`config.mk`:
```
export PLATFORM = sky130hd
export DESIGN_NAME = rs232c_receiver
export DESIGN_NICKNAME = d
export VERILOG_FILES = /design/src/rtl/rs232c_pkg.sv /design/src/rtl/rs232c_rx_sync.sv /design/src/rtl/rs232c_receiver.sv
export SDC_FILE = /design/constraint.sdc
export NUM_CORES = 1
export LEC_CHECK = 0
export ABC_AREA = 1
export ABC_CLOCK_PERIOD_IN_PS = 2740
export CORE_ASPECT_RATIO = 0.8
export CORE_MARGIN = 2
export CORE_UTILIZATION = 41
export CTS_CLUSTER_SIZE = 8
export DETAILED_ROUTE_END_ITERATION = 10
export GPL_ROUTABILITY_DRIVEN = 0
export GPL_TIMING_DRIVEN = 0
export PLACE_DENSITY = 0.67
export SKIP_LAST_GASP = 1
export SLEW_MARGIN = 40
export SYNTH_ARGS = -nofsm -noshare
export SYNTH_HDL_FRONTEND = slang
export SYNTH_HIERARCHICAL = 1
export SYNTH_SLANG_ARGS = --single-unit
export TNS_END_PERCENT = 50
```
`constraint.sdc`:
```
create_clock -name clk -period 2.74 [get_ports clk]
set_input_delay 0.685 -clock clk [delete_from_list [all_inputs] [get_ports clk]]
set_output_delay 0.685 -clock clk [all_outputs]
set_load 0.01 [all_outputs]
```
`src/rtl/rs232c_pkg.sv`:
```
// rs232c_pkg
//   Types and constants shared by the RS-232C receiver and transmitter.
//   rx_state_t  : receiver frame FSM states
//   DEFAULT_BIT : idle line level
//   START_BIT   : start bit level
//   END_BIT     : stop bit level
//   half_period : mid-bit offset for a latched period value
package rs232c_pkg;

  typedef enum logic [1:0] {IDLE, START, DATA, STOP} rx_state_t;

  localparam logic DEFAULT_BIT = 1'b1;
  localparam logic START_BIT   = 1'b0;
  localparam logic END_BIT     = 1'b1;

  // (per+1)>>1 computed at 33 bits so per = 32'hFFFF_FFFF cannot wrap to 0.
  function automatic logic [31:0] half_period(input logic [31:0] per);
    logic [32:0] sum;
    sum = {1'b0, per} + 33'd1;
    return sum[32:1];
  endfunction

endpackage

```
`src/rtl/rs232c_rx_sync.sv`:
```
// rs232c_rx_sync
//   Synchronises the asynchronous serial line into the clk domain and
//   flags start-bit candidates.
//   clk    in  system clock
//   rst    in  asynchronous reset, active-high
//   rxd    in  raw serial line, async to clk
//   rxd_s  out synchronised line level
//   fall   out high for one cycle when rxd_s goes 1 -> 0
module rs232c_rx_sync
  import rs232c_pkg::*;
#(
  parameter int SYNC_STAGES = 2
) (
  input  logic clk,
  input  logic rst,
  input  logic rxd,
  output logic rxd_s,
  output logic fall
);

  logic [SYNC_STAGES-1:0] sync_q;
  logic                   rxd_s_d;

  // Reset to the idle level so leaving reset never looks like a start edge.
  always_ff @(posedge clk or posedge rst) begin
    if (rst) begin
      sync_q  <= {SYNC_STAGES{DEFAULT_BIT}};
      rxd_s_d <= DEFAULT_BIT;
    end else begin
      sync_q  <= {sync_q[SYNC_STAGES-2:0], rxd};
      rxd_s_d <= sync_q[SYNC_STAGES-1];
    end
  end

  assign rxd_s = sync_q[SYNC_STAGES-1];
  // Requiring the previous level high means a stuck-low line cannot retrigger.
  assign fall  = rxd_s_d & ~rxd_s;

endmodule

```
`src/rtl/rs232c_receiver.sv`:
```
// rs232c_receiver
//   UART receiver: 1 start bit, BIT_WIDTH data bits LSB-first, 1 stop bit.
//   Bit period is max_count+1 clk cycles, latched at frame start.
//   clk        in  system clock
//   rst        in  asynchronous reset, active-high
//   rxd        in  serial line, idle high, async to clk
//   max_count  in  bit period - 1 (>= 3)
//   recv_data  out last correctly framed word, held until the next one
//   r_valid    out 1-cycle pulse when recv_data is updated
//   frame_err  out 1-cycle pulse when the stop bit was sampled low
//   r_busy     out high while a frame is in progress
module rs232c_receiver
  import rs232c_pkg::*;
#(
  parameter int BIT_WIDTH   = 8,
  parameter int SYNC_STAGES = 2
) (
  input  logic                 clk,
  input  logic                 rst,
  input  logic                 rxd,
  input  logic [31:0]          max_count,
  output logic [BIT_WIDTH-1:0] recv_data,
  output logic                 r_valid,
  output logic                 frame_err,
  output logic                 r_busy
);

  localparam int                IDX_W    = $clog2(BIT_WIDTH + 1);
  localparam logic [IDX_W-1:0]  LAST_IDX = IDX_W'(BIT_WIDTH - 1);

  rx_state_t             state;
  logic [31:0]           count;
  logic [31:0]           per_q;
  logic [31:0]           half;
  logic [IDX_W-1:0]      bit_idx;
  logic [BIT_WIDTH-1:0]  shreg;
  logic [BIT_WIDTH-1:0]  sh_next;
  logic                  rxd_s;
  logic                  fall;

  rs232c_rx_sync #(
    .SYNC_STAGES (SYNC_STAGES)
  ) u_sync (
    .clk   (clk),
    .rst   (rst),
    .rxd   (rxd),
    .rxd_s (rxd_s),
    .fall  (fall)
  );

  assign half = half_period(per_q);

  // New bit enters at the MSB; after BIT_WIDTH shifts the first bit is at bit 0.
  assign sh_next = (shreg >> 1) | (BIT_WIDTH'(rxd_s) << (BIT_WIDTH - 1));

  always_ff @(posedge clk or posedge rst) begin
    if (rst) begin
      state     <= IDLE;
      count     <= '0;
      per_q     <= '0;
      bit_idx   <= '0;
      shreg     <= '0;
      recv_data <= '0;
      r_valid   <= 1'b0;
      frame_err <= 1'b0;
    end else begin
      r_valid   <= 1'b0;
      frame_err <= 1'b0;
      unique case (state)
        IDLE: begin
          if (fall) begin
            state <= START;
            count <= '0;
            per_q <= max_count;
          end
        end
        // Re-check the line at mid start bit to reject short glitches.
        START: begin
          if (count == half) begin
            count   <= '0;
            bit_idx <= '0;
            state   <= (rxd_s == START_BIT) ? DATA : IDLE;
          end else begin
            count <= count + 32'd1;
          end
        end
        // count restarts at 0 on the mid-start sample, so count==per_q lands mid-bit.
        DATA: begin
          if (count == per_q) begin
            shreg   <= sh_next;
            count   <= '0;
            bit_idx <= bit_idx + IDX_W'(1);
            if (bit_idx == LAST_IDX) state <= STOP;
          end else begin
            count <= count + 32'd1;
          end
        end
        // Leaving at mid stop bit lets a back-to-back start edge be caught.
        STOP: begin
          if (count == per_q) begin
            count <= '0;
            state <= IDLE;
            if (rxd_s == END_BIT) begin
              recv_data <= shreg;
              r_valid   <= 1'b1;
            end else begin
              frame_err <= 1'b1;
            end
          end else begin
            count <= count + 32'd1;
          end
        end
        default: state <= IDLE;
      endcase
    end
  end

  assign r_busy = (state != IDLE);

endmodule
```
==> impl_results.md, run 1 <==
- Maximum number of buffers from clock root to sink: 2
- Largest cells by area after synthesis: sky130_fd_sc_hd__dfrtp_1 (32%), sky130_fd_sc_hd__nand2_1 (15%), sky130_fd_sc_hd__nand3_1 (9.9%)
- Fraction of layout cells with a size suffix above 1: 0.103
- H-tree depth reported by CTS: 3
- Final worst path period need: 2.63 ns
- Number of buffers and inverters on the critical path: 2
- Synth Cell Area: slightly below 7000 µm²
- Mapped Nets: around 1100
- Starting density of the core: 0.418
- Share of synthesized registers carrying an async set or reset: 1.00
- Post-synthesis register bit count: roughly 90
- Most area-hungry cell type in the Yosys netlist: sky130_fd_sc_hd__dfrtp_1
- Cell types with the highest counts after synthesis: sky130_fd_sc_hd__nand2_1 (281), sky130_fd_sc_hd__nand3_1 (137), sky130_fd_sc_hd__nor2_1 (117)
- Number of nets with antenna violations after routing: 0
- Die Span X: about 150 µm
- Final design utilization: 0.490
- Synthesis warning total: 6
- Count of fill cells added during filler insertion: 1671
- Total setup violations reported at the end of the flow: 0
- Mean area per synthesized cell: 6.75 µm²
- Clock transition time at the flip-flop clock pins of the worst setup and hold paths: 0.07 ns
- Number of antenna cells inserted: 0
- Core area: 16600 µm²
- Area of the die: 17900 µm²
- DRC marker count from the first detailed-route iteration: 682
- Via count of the first global-routing pass: 6459
- Growth of design area from synthesis to finish: 17.2%
- Fraction of post-synthesis cell area in the top cell type by area: 0.318
- Pins Over Slew Limit: 0
- Post-synth top flop: sky130_fd_sc_hd__dfrtp_1
- Worst Reg2Reg Path Length in Cells: 14
- Type of the worst min-delay path: flop to flop
- Buffers on Ports: 45
- Net total in the final layout: 1127
- Crit-path cells: nand2_1 > nor2_1 > nand2_2 > nor2_8 > buf_4 > nand3_1 > nand2_1 > nand2_1 > nor2_1 > nand3_1 > nor2_1 > nand3_2 > nand3_1 > inv_1
- Share of the yosys chip area belonging to registers: 0.330
- FP Rows: 42
- Post-route clock period utilization: 0.958
- Worst vdd ir: 0.000372 V
- Post-synth cell types: 37
- Wire length of the first global-routing pass: 33300 µm
- Number of buffers created by CTS: 9
- Drt wl/cell: between 15 and 20 µm
- Slowest stage delay, CP: approximately 0.48 ns
- Final number of hold-violating endpoints: 0
- Slew at the pin closest to its max-slew limit: 0.829 ns
- Final total negative setup slack: 0 ns
- Overflow left after global routing: 0
- Layout Skew: between 0.01 and 0.015 ns
- Required time reported for the critical path endpoint: between 2 and 3 ns
- Worst reg2reg setup slack: 0.11 ns
- Clock latency on the worst-skew pair: 0.36 ns
- Number of top-level pins: 46
- Achievable frequency: 381 MHz
- Count of flip-flops with a built-in enable after synthesis: 0
- Cts-stage hold buffer count: 0
- RSZ-0062 raised after global routing: true
- Crit path capture type: flop
- Critical Path Start Type: flop
- Worst slew margin relative to its limit: 0.447
- Power per unit of standard cell area: approximately 750 nW/µm²
- Worst setup path category: flop to flop
- Number of detailed-route iterations in the first pass: 7
- Depth of the worst hold-timing path: 0
- Post-DP HPWL: 16300 µm
- Leading cell type by number of instances after synthesis: sky130_fd_sc_hd__nand2_1
- Routed vias: 6903
- Clock sink count: 91
- Clock tree from TritonCTS: yes
- Height of the die: between 100 and 150 µm
- Logic depth of the worst path, buffers included: 14
- WP data arrival: 2.88 ns
- Post-synthesis cell count: 1025
- Leakage Power: 0.00378 µW
- Largest net degree at the start of global routing: 25
- GR Util All Layers: 0.238
- Clock root cell: sky130_fd_sc_hd__clkbuf_16
- CP max FO: 7
- # DRC: 0
- Cell family contributing the most delay on the critical path: simple AND/OR/NAND/NOR gates
- Post-detailed-routing wire length: just over 20000 µm
- Antenna violations before repair: 0
- Via density per instance: 5.25
- Run status: complete, no violations
- Critical-path cell with the highest stage delay: sky130_fd_sc_hd__dfrtp_1
- Max Cap Violations: 0
[worst reg2reg max path, cell delays in order, from the launching register on]
cell and delay [ns]:
sky130_fd_sc_hd__dfrtp_1 0.48, sky130_fd_sc_hd__nand2_1 0.19, sky130_fd_sc_hd__nor2_1 0.25, sky130_fd_sc_hd__nand2_2 0.14, sky130_fd_sc_hd__nor2_8 0.17, sky130_fd_sc_hd__buf_4 0.14
sky130_fd_sc_hd__nand3_1 0.05, sky130_fd_sc_hd__nand2_1 0.09, sky130_fd_sc_hd__nand2_1 0.06, sky130_fd_sc_hd__nor2_1 0.09, sky130_fd_sc_hd__nand3_1 0.09, sky130_fd_sc_hd__nor2_1 0.30
sky130_fd_sc_hd__nand3_2 0.25, sky130_fd_sc_hd__nand3_1 0.17, sky130_fd_sc_hd__inv_1 0.05
[power breakdown]
group          switching, µW  total (µW)  leakage [µW]  internal (µW)
combinational           1640        2660       0.00248           1020
clock                    584        1310      0.000145            722
sequential               508        2150       0.00116           1640
total                   2730        6110       0.00378           3380
[cell usage in the layout, fill, tap and decap left out, types with 2 or more instances in the layout]
| master | n |
|---|---|
| sky130_fd_sc_hd__nand2_1 | 281 |
| sky130_fd_sc_hd__nand3_1 | 136 |
| sky130_fd_sc_hd__inv_1 | 115 |
| sky130_fd_sc_hd__nor2_1 | 115 |
| sky130_fd_sc_hd__dfrtp_1 | 86 |
| sky130_fd_sc_hd__xor2_1 | 48 |
| sky130_fd_sc_hd__clkdlybuf4s50_1 | 45 |
| sky130_fd_sc_hd__clkbuf_1 | 31 |
| sky130_fd_sc_hd__xnor2_1 | 24 |
| sky130_fd_sc_hd__nand3_2 | 21 |
| sky130_fd_sc_hd__nand4_1 | 20 |
| sky130_fd_sc_hd__mux2_2 | 19 |
| sky130_fd_sc_hd__a21oi_1 | 18 |
| sky130_fd_sc_hd__nor3_1 | 16 |
| sky130_fd_sc_hd__o21ai_0 | 14 |
| sky130_fd_sc_hd__nor2_2 | 11 |
| sky130_fd_sc_hd__clkbuf_16 | 9 |
| sky130_fd_sc_hd__buf_2 | 8 |
| sky130_fd_sc_hd__o21ai_1 | 7 |
| sky130_fd_sc_hd__o21bai_1 | 6 |
| sky130_fd_sc_hd__nand2_2 | 6 |
| sky130_fd_sc_hd__nor4_1 | 4 |
| sky130_fd_sc_hd__inv_2 | 4 |
| sky130_fd_sc_hd__buf_4 | 4 |
| sky130_fd_sc_hd__buf_6 | 3 |
| sky130_fd_sc_hd__buf_1 | 3 |
| sky130_fd_sc_hd__clkinvlp_4 | 3 |
| sky130_fd_sc_hd__nor2_4 | 3 |
| sky130_fd_sc_hd__dfstp_2 | 3 |
| sky130_fd_sc_hd__nand3b_1 | 2 |
| sky130_fd_sc_hd__o22ai_1 | 2 |
| sky130_fd_sc_hd__clkinv_1 | 2 |
| sky130_fd_sc_hd__or2_2 | 2 |
| sky130_fd_sc_hd__ha_1 | 2 |
| sky130_fd_sc_hd__inv_6 | 2 |
| sky130_fd_sc_hd__buf_16 | 2 |
| sky130_fd_sc_hd__buf_12 | 2 |
| sky130_fd_sc_hd__dfrtp_2 | 2 |
[worst paths after layout]
kind / endpoint / startpoint
setup / recovery: bit_idx[2] / per_q[13]
hold / removal: u_sync/sync_q[1] / u_sync/sync_q[0]
setup reg to reg: bit_idx[2] / per_q[13]
hold reg to reg: u_sync/sync_q[1] / u_sync/sync_q[0]
max in group asynchronous: per_q[26] / rst
min in group asynchronous: count[26] / rst
[kinds of logic (layout without fill, tap and decap cells)]
kind of cell    count (synthesis)  after routing  synth area share
simple gates                  621            621             0.406
compound gates                 51             51            0.0410
flops                          91             91             0.330
xor+xnor                       72             72            0.0911
buf+inv                       168            237            0.0958
mux                            19             19            0.0309
fa+ha+maj                       3              3           0.00542
[metrics by stage]
| step | setup slack (ns) | cells | cell area, µm² | hold WS (ns) | total power [µW] |
|---|---|---|---|---|---|
| after floorplan | 0.653 | 1025 | 6930 | 0.345 | 3980 |
| after global placement | -0.0491 | 1290 | 7650 | 0.345 | 4660 |
| after detailed placement | 0.0151 | 1294 | 7750 | 0.351 | 4740 |
| after CTS | 0.00952 | 1310 | 8050 | 0.361 | 6050 |
| after global routing | -0.0635 | 1314 | 8110 | 0.371 | 6560 |
| final | 0.115 | 1314 | 8110 | 0.362 | 6110 |
[what timing repair did]
| item | CTS | global route |
|---|---|---|
| buffers inserted | 0 | 4 |
| setup endpoints to repair | 0 | 49 |
| resized for setup | 0 | 10 |
[flip-flops by register name (all words and copies together) (netlist names), named ones only]
| name | cells |
|---|---|
| shreg | 8 |
| u_sync/sync_q | 2 |
| per_q | 32 |
| u_sync/rxd_s_d | 1 |
| state | 1 |
| bit_idx | 4 |
| frame_err | 1 |
| r_valid | 1 |
| recv_data | 8 |
| count | 32 |
[layout make-up]
type	instances	area, µm²	share of cell area
timing repair buffer	53	576	0.0709
buffer	46	206	0.0254
tap	220	275	0.0339
multi-input combinational	766	4000	0.493
sequential	91	2280	0.281
clock inverter	7	82.6	0.0102
clock buffer	9	225	0.0278
inverter	122	462	0.0569
[layer usage]
layer	track usage	routed length, µm	part of all wire
met5	0	0	0
met1	0.342	9210	0.45
met4	0.0696	386	0.019
met2	0.365	9000	0.44
met3	0.0430	1770	0.087
(Power assumes the default switching activity.)
==> run 2: changes to the inputs <==
- CORE_MARGIN: 2 -> not set
- RECOVER_POWER: not set -> 25
- TNS_END_PERCENT: 50 -> 10
==> run 2 against run 1 <==
Sequential power hardly changed. Global-route usage grew 0.57 points. Maximum frequency fell by 0.87%. Power fell by 0.51%. Design area shrank 0.52%. Sequential cell count is the same. Clock skew down 0.00072 ns.
==> impl_results.md, run 2 (synthesized netlist as in run 1, its figures left out) <==
- FF-to-FF Start: per_q[0]
- Crit-path cells: ha_1 > nand2_2 > nor2_4 > nand3_1 > clkinv_1 > nand2_1 > nand2_1 > nor3_1 > nand3_1 > nor2_1 > nand3_1 > o21ai_1
- # DRC: 0
- WP data arrival: about 2.9 ns
- Pins Over Slew Limit: 0
- Max Cap Violations: 0
- Wire length of the first global-routing pass: 32800 µm
- Depth of the worst hold-timing path: 0
- GR Util All Layers: 0.243
- Worst Reg2Reg Path Length in Cells: 12
- Net total in the final layout: 1124
- Most used cell, CP: sky130_fd_sc_hd__nand3_1
- Worst slew margin relative to its limit: 0.249
- Worst setup path category: flop to flop
- RSZ-0062 raised after global routing: true
- Power per unit of standard cell area: 753 nW/µm²
- Slowest stage delay, CP: 0.46 ns
- Largest net degree at the start of global routing: 25
- Overflow left after global routing: 0
- Die Span X: 147 µm
- Worst Hold End: u_sync/sync_q[1]
- Number of top-level pins: 46
- Slew at the pin closest to its max-slew limit: 1.13 ns
- Number of detailed-route iterations in the first pass: 5
- Final worst path period need: 2.65 ns
- Clock root cell: sky130_fd_sc_hd__clkbuf_16
- Worst reg2reg setup slack: 0.09 ns
- Commonest cells after routing, fill and taps aside: sky130_fd_sc_hd__nand2_1 (281), sky130_fd_sc_hd__nand3_1 (137), sky130_fd_sc_hd__inv_1 (115), sky130_fd_sc_hd__nor2_1 (115), sky130_fd_sc_hd__dfrtp_1 (86)
- Clk network pwr share: 0.215
- Power dissipated by switching net loads: 2680 µW
- Post-DP HPWL: about 16000 µm
- Combinational share of power: 0.431
- H-tree depth reported by CTS: 3
- Required time reported for the critical path endpoint: ~3 ns
- FP Rows: 42
- DRC marker count from the first detailed-route iteration: about 590
- Regs by FF count: count: 32 flops, per_q: 32 flops
- Via count of the first global-routing pass: 6526
- Final total negative setup slack: 0 ns
- Internal power component: 3400 µW
- Post-detailed-routing wire length: around 20000 µm
- Final design utilization: 0.489
- Post-route clock period utilization: 0.967
- Fraction of power spent switching nets: 0.441
- Routed vias: 6769
- Hold Path Origin: u_sync/sync_q[0]
- Crit path capture type: flop
- Drt wl/cell: roughly 15 µm
- Total power draw: 6080 µW
- Critical Path Start Type: flop
- Clock latency on the worst-skew pair: between 0.3 and 0.4 ns
- Number of buffers and inverters on the critical path: 1
- Final number of hold-violating endpoints: 0
- Fraction of layout cells with a size suffix above 1: 0.0981
- Hold slack: approximately 0.36 ns
- Number of antenna cells inserted: 0
- Critical-path cell with the highest stage delay: sky130_fd_sc_hd__dfrtp_2
- Run status: complete, no violations
- Height of the die: 118 µm
- Type of the worst min-delay path: flop to flop
- Cts-stage hold buffer count: 0
- Starting density of the core: 0.419
- Maximum number of buffers from clock root to sink: 2
- Number of nets with antenna violations after routing: 0
- Cell family contributing the most delay on the critical path: simple AND/OR/NAND/NOR gates
- Leakage Power: 0.00375 µW
- Clock transition time at the flip-flop clock pins of the worst setup and hold paths: 0.07 ns
- Buffers on Ports: 45
- Core area: 16500 µm²
- Worst vdd ir: between 0.0002 and 0.0003 V
- Total setup violations reported at the end of the flow: 0
- Post-route cell area: 8070 µm²
- Growth of design area from synthesis to finish: 16.6%
- Achievable frequency: 378 MHz
- Via density per instance: 5.16
- Commonest non-fill, non-tap cell in the layout: sky130_fd_sc_hd__nand2_1
- CP max FO: 6
- Antenna violations before repair: 0
- Post-placement cell area: between 7000 and 8000 µm²
- Clock sink count: 91
- Layout Skew: roughly 0.011 ns
- Sequential share of power: 0.353
- Clock tree from TritonCTS: yes
- Number of buffers created by CTS: 9
- Area of the die: around 17000 µm²
-- run 2: cell types whose count changed in the layout (fill, tap and decap cells not counted), moves of 2 or more --
| cell | before | now |
|---|---|---|
| sky130_fd_sc_hd__clkinvlp_4 | 3 | 1 |
| sky130_fd_sc_hd__buf_4 | 4 | 2 |
| sky130_fd_sc_hd__clkdlybuf4s50_1 | 45 | 43 |
| sky130_fd_sc_hd__dlygate4sd3_1 | 0 | 2 |
| sky130_fd_sc_hd__clkbuf_8 | 0 | 2 |
-- run 2: repair_timing --
item                                   in CTS  in global routing
setup endpoints to repair                   0                 53
resized for setup                           0                  9
setup buffers                               0                  2
endpoints found under the hold margin       0                  0
-- run 2: power by group through the flow --
stage          combinational, µW  clock (µW)  sequential, µW
2_1_floorplan               2010           0            1970
3_3_place_gp                2510           0            2140
3_5_place_dp                2580           0            2150
4_1_cts                     2590        1330            2130
5_1_grt                     2960        1380            2180
6_report                    2620        1310            2150
-- run 2: area by class of cell --
cell class	instances	area, µm²
buffer	45	203
clock buffer	12	256
clock inverter	4	55.1
fill	1694	8430
inverter	122	459
multi-input combinational	766	4000
sequential	91	2280
tap	220	275
timing repair buffer	51	544
-- run 2: stage by stage --
| step | instances | setup slack, ns |
|---|---|---|
| 6_report | 1311 | 0.0917 |
| 5_1_grt | 1311 | -0.0859 |
| 4_1_cts | 1310 | 0.0332 |
| 3_5_place_dp | 1294 | 0.0407 |
| 3_3_place_gp | 1290 | -0.0415 |
| 2_1_floorplan | 1025 | 0.653 |
-- run 2: worst max path at each step --
| stage | from | depth (start not counted) | slack [ns] | endpoint |
|---|---|---|---|---|
| 2_1_floorplan | per_q[1] | 15 | 0.65 | count[10] |
| 3_3_place_gp | rst | 2 | -0.04 | per_q[14] |
| 3_5_place_dp | per_q[0] | 15 | 0.04 | count[19] |
| 4_1_cts | per_q[0] | 15 | 0.03 | count[19] |
| 5_1_grt | count[31] | 11 | -0.09 | shreg[0] |
| 6_report | per_q[0] | 12 | 0.09 | flop |
-- run 2: per-layer routing --
metal,vias up,track usage,routed length (µm)
met2,205,0.378,8650
met5,-,0,0
met3,29,0.0521,1450
met1,3162,0.340,9470
met4,0,0.0696,433
li1,3373,-,-
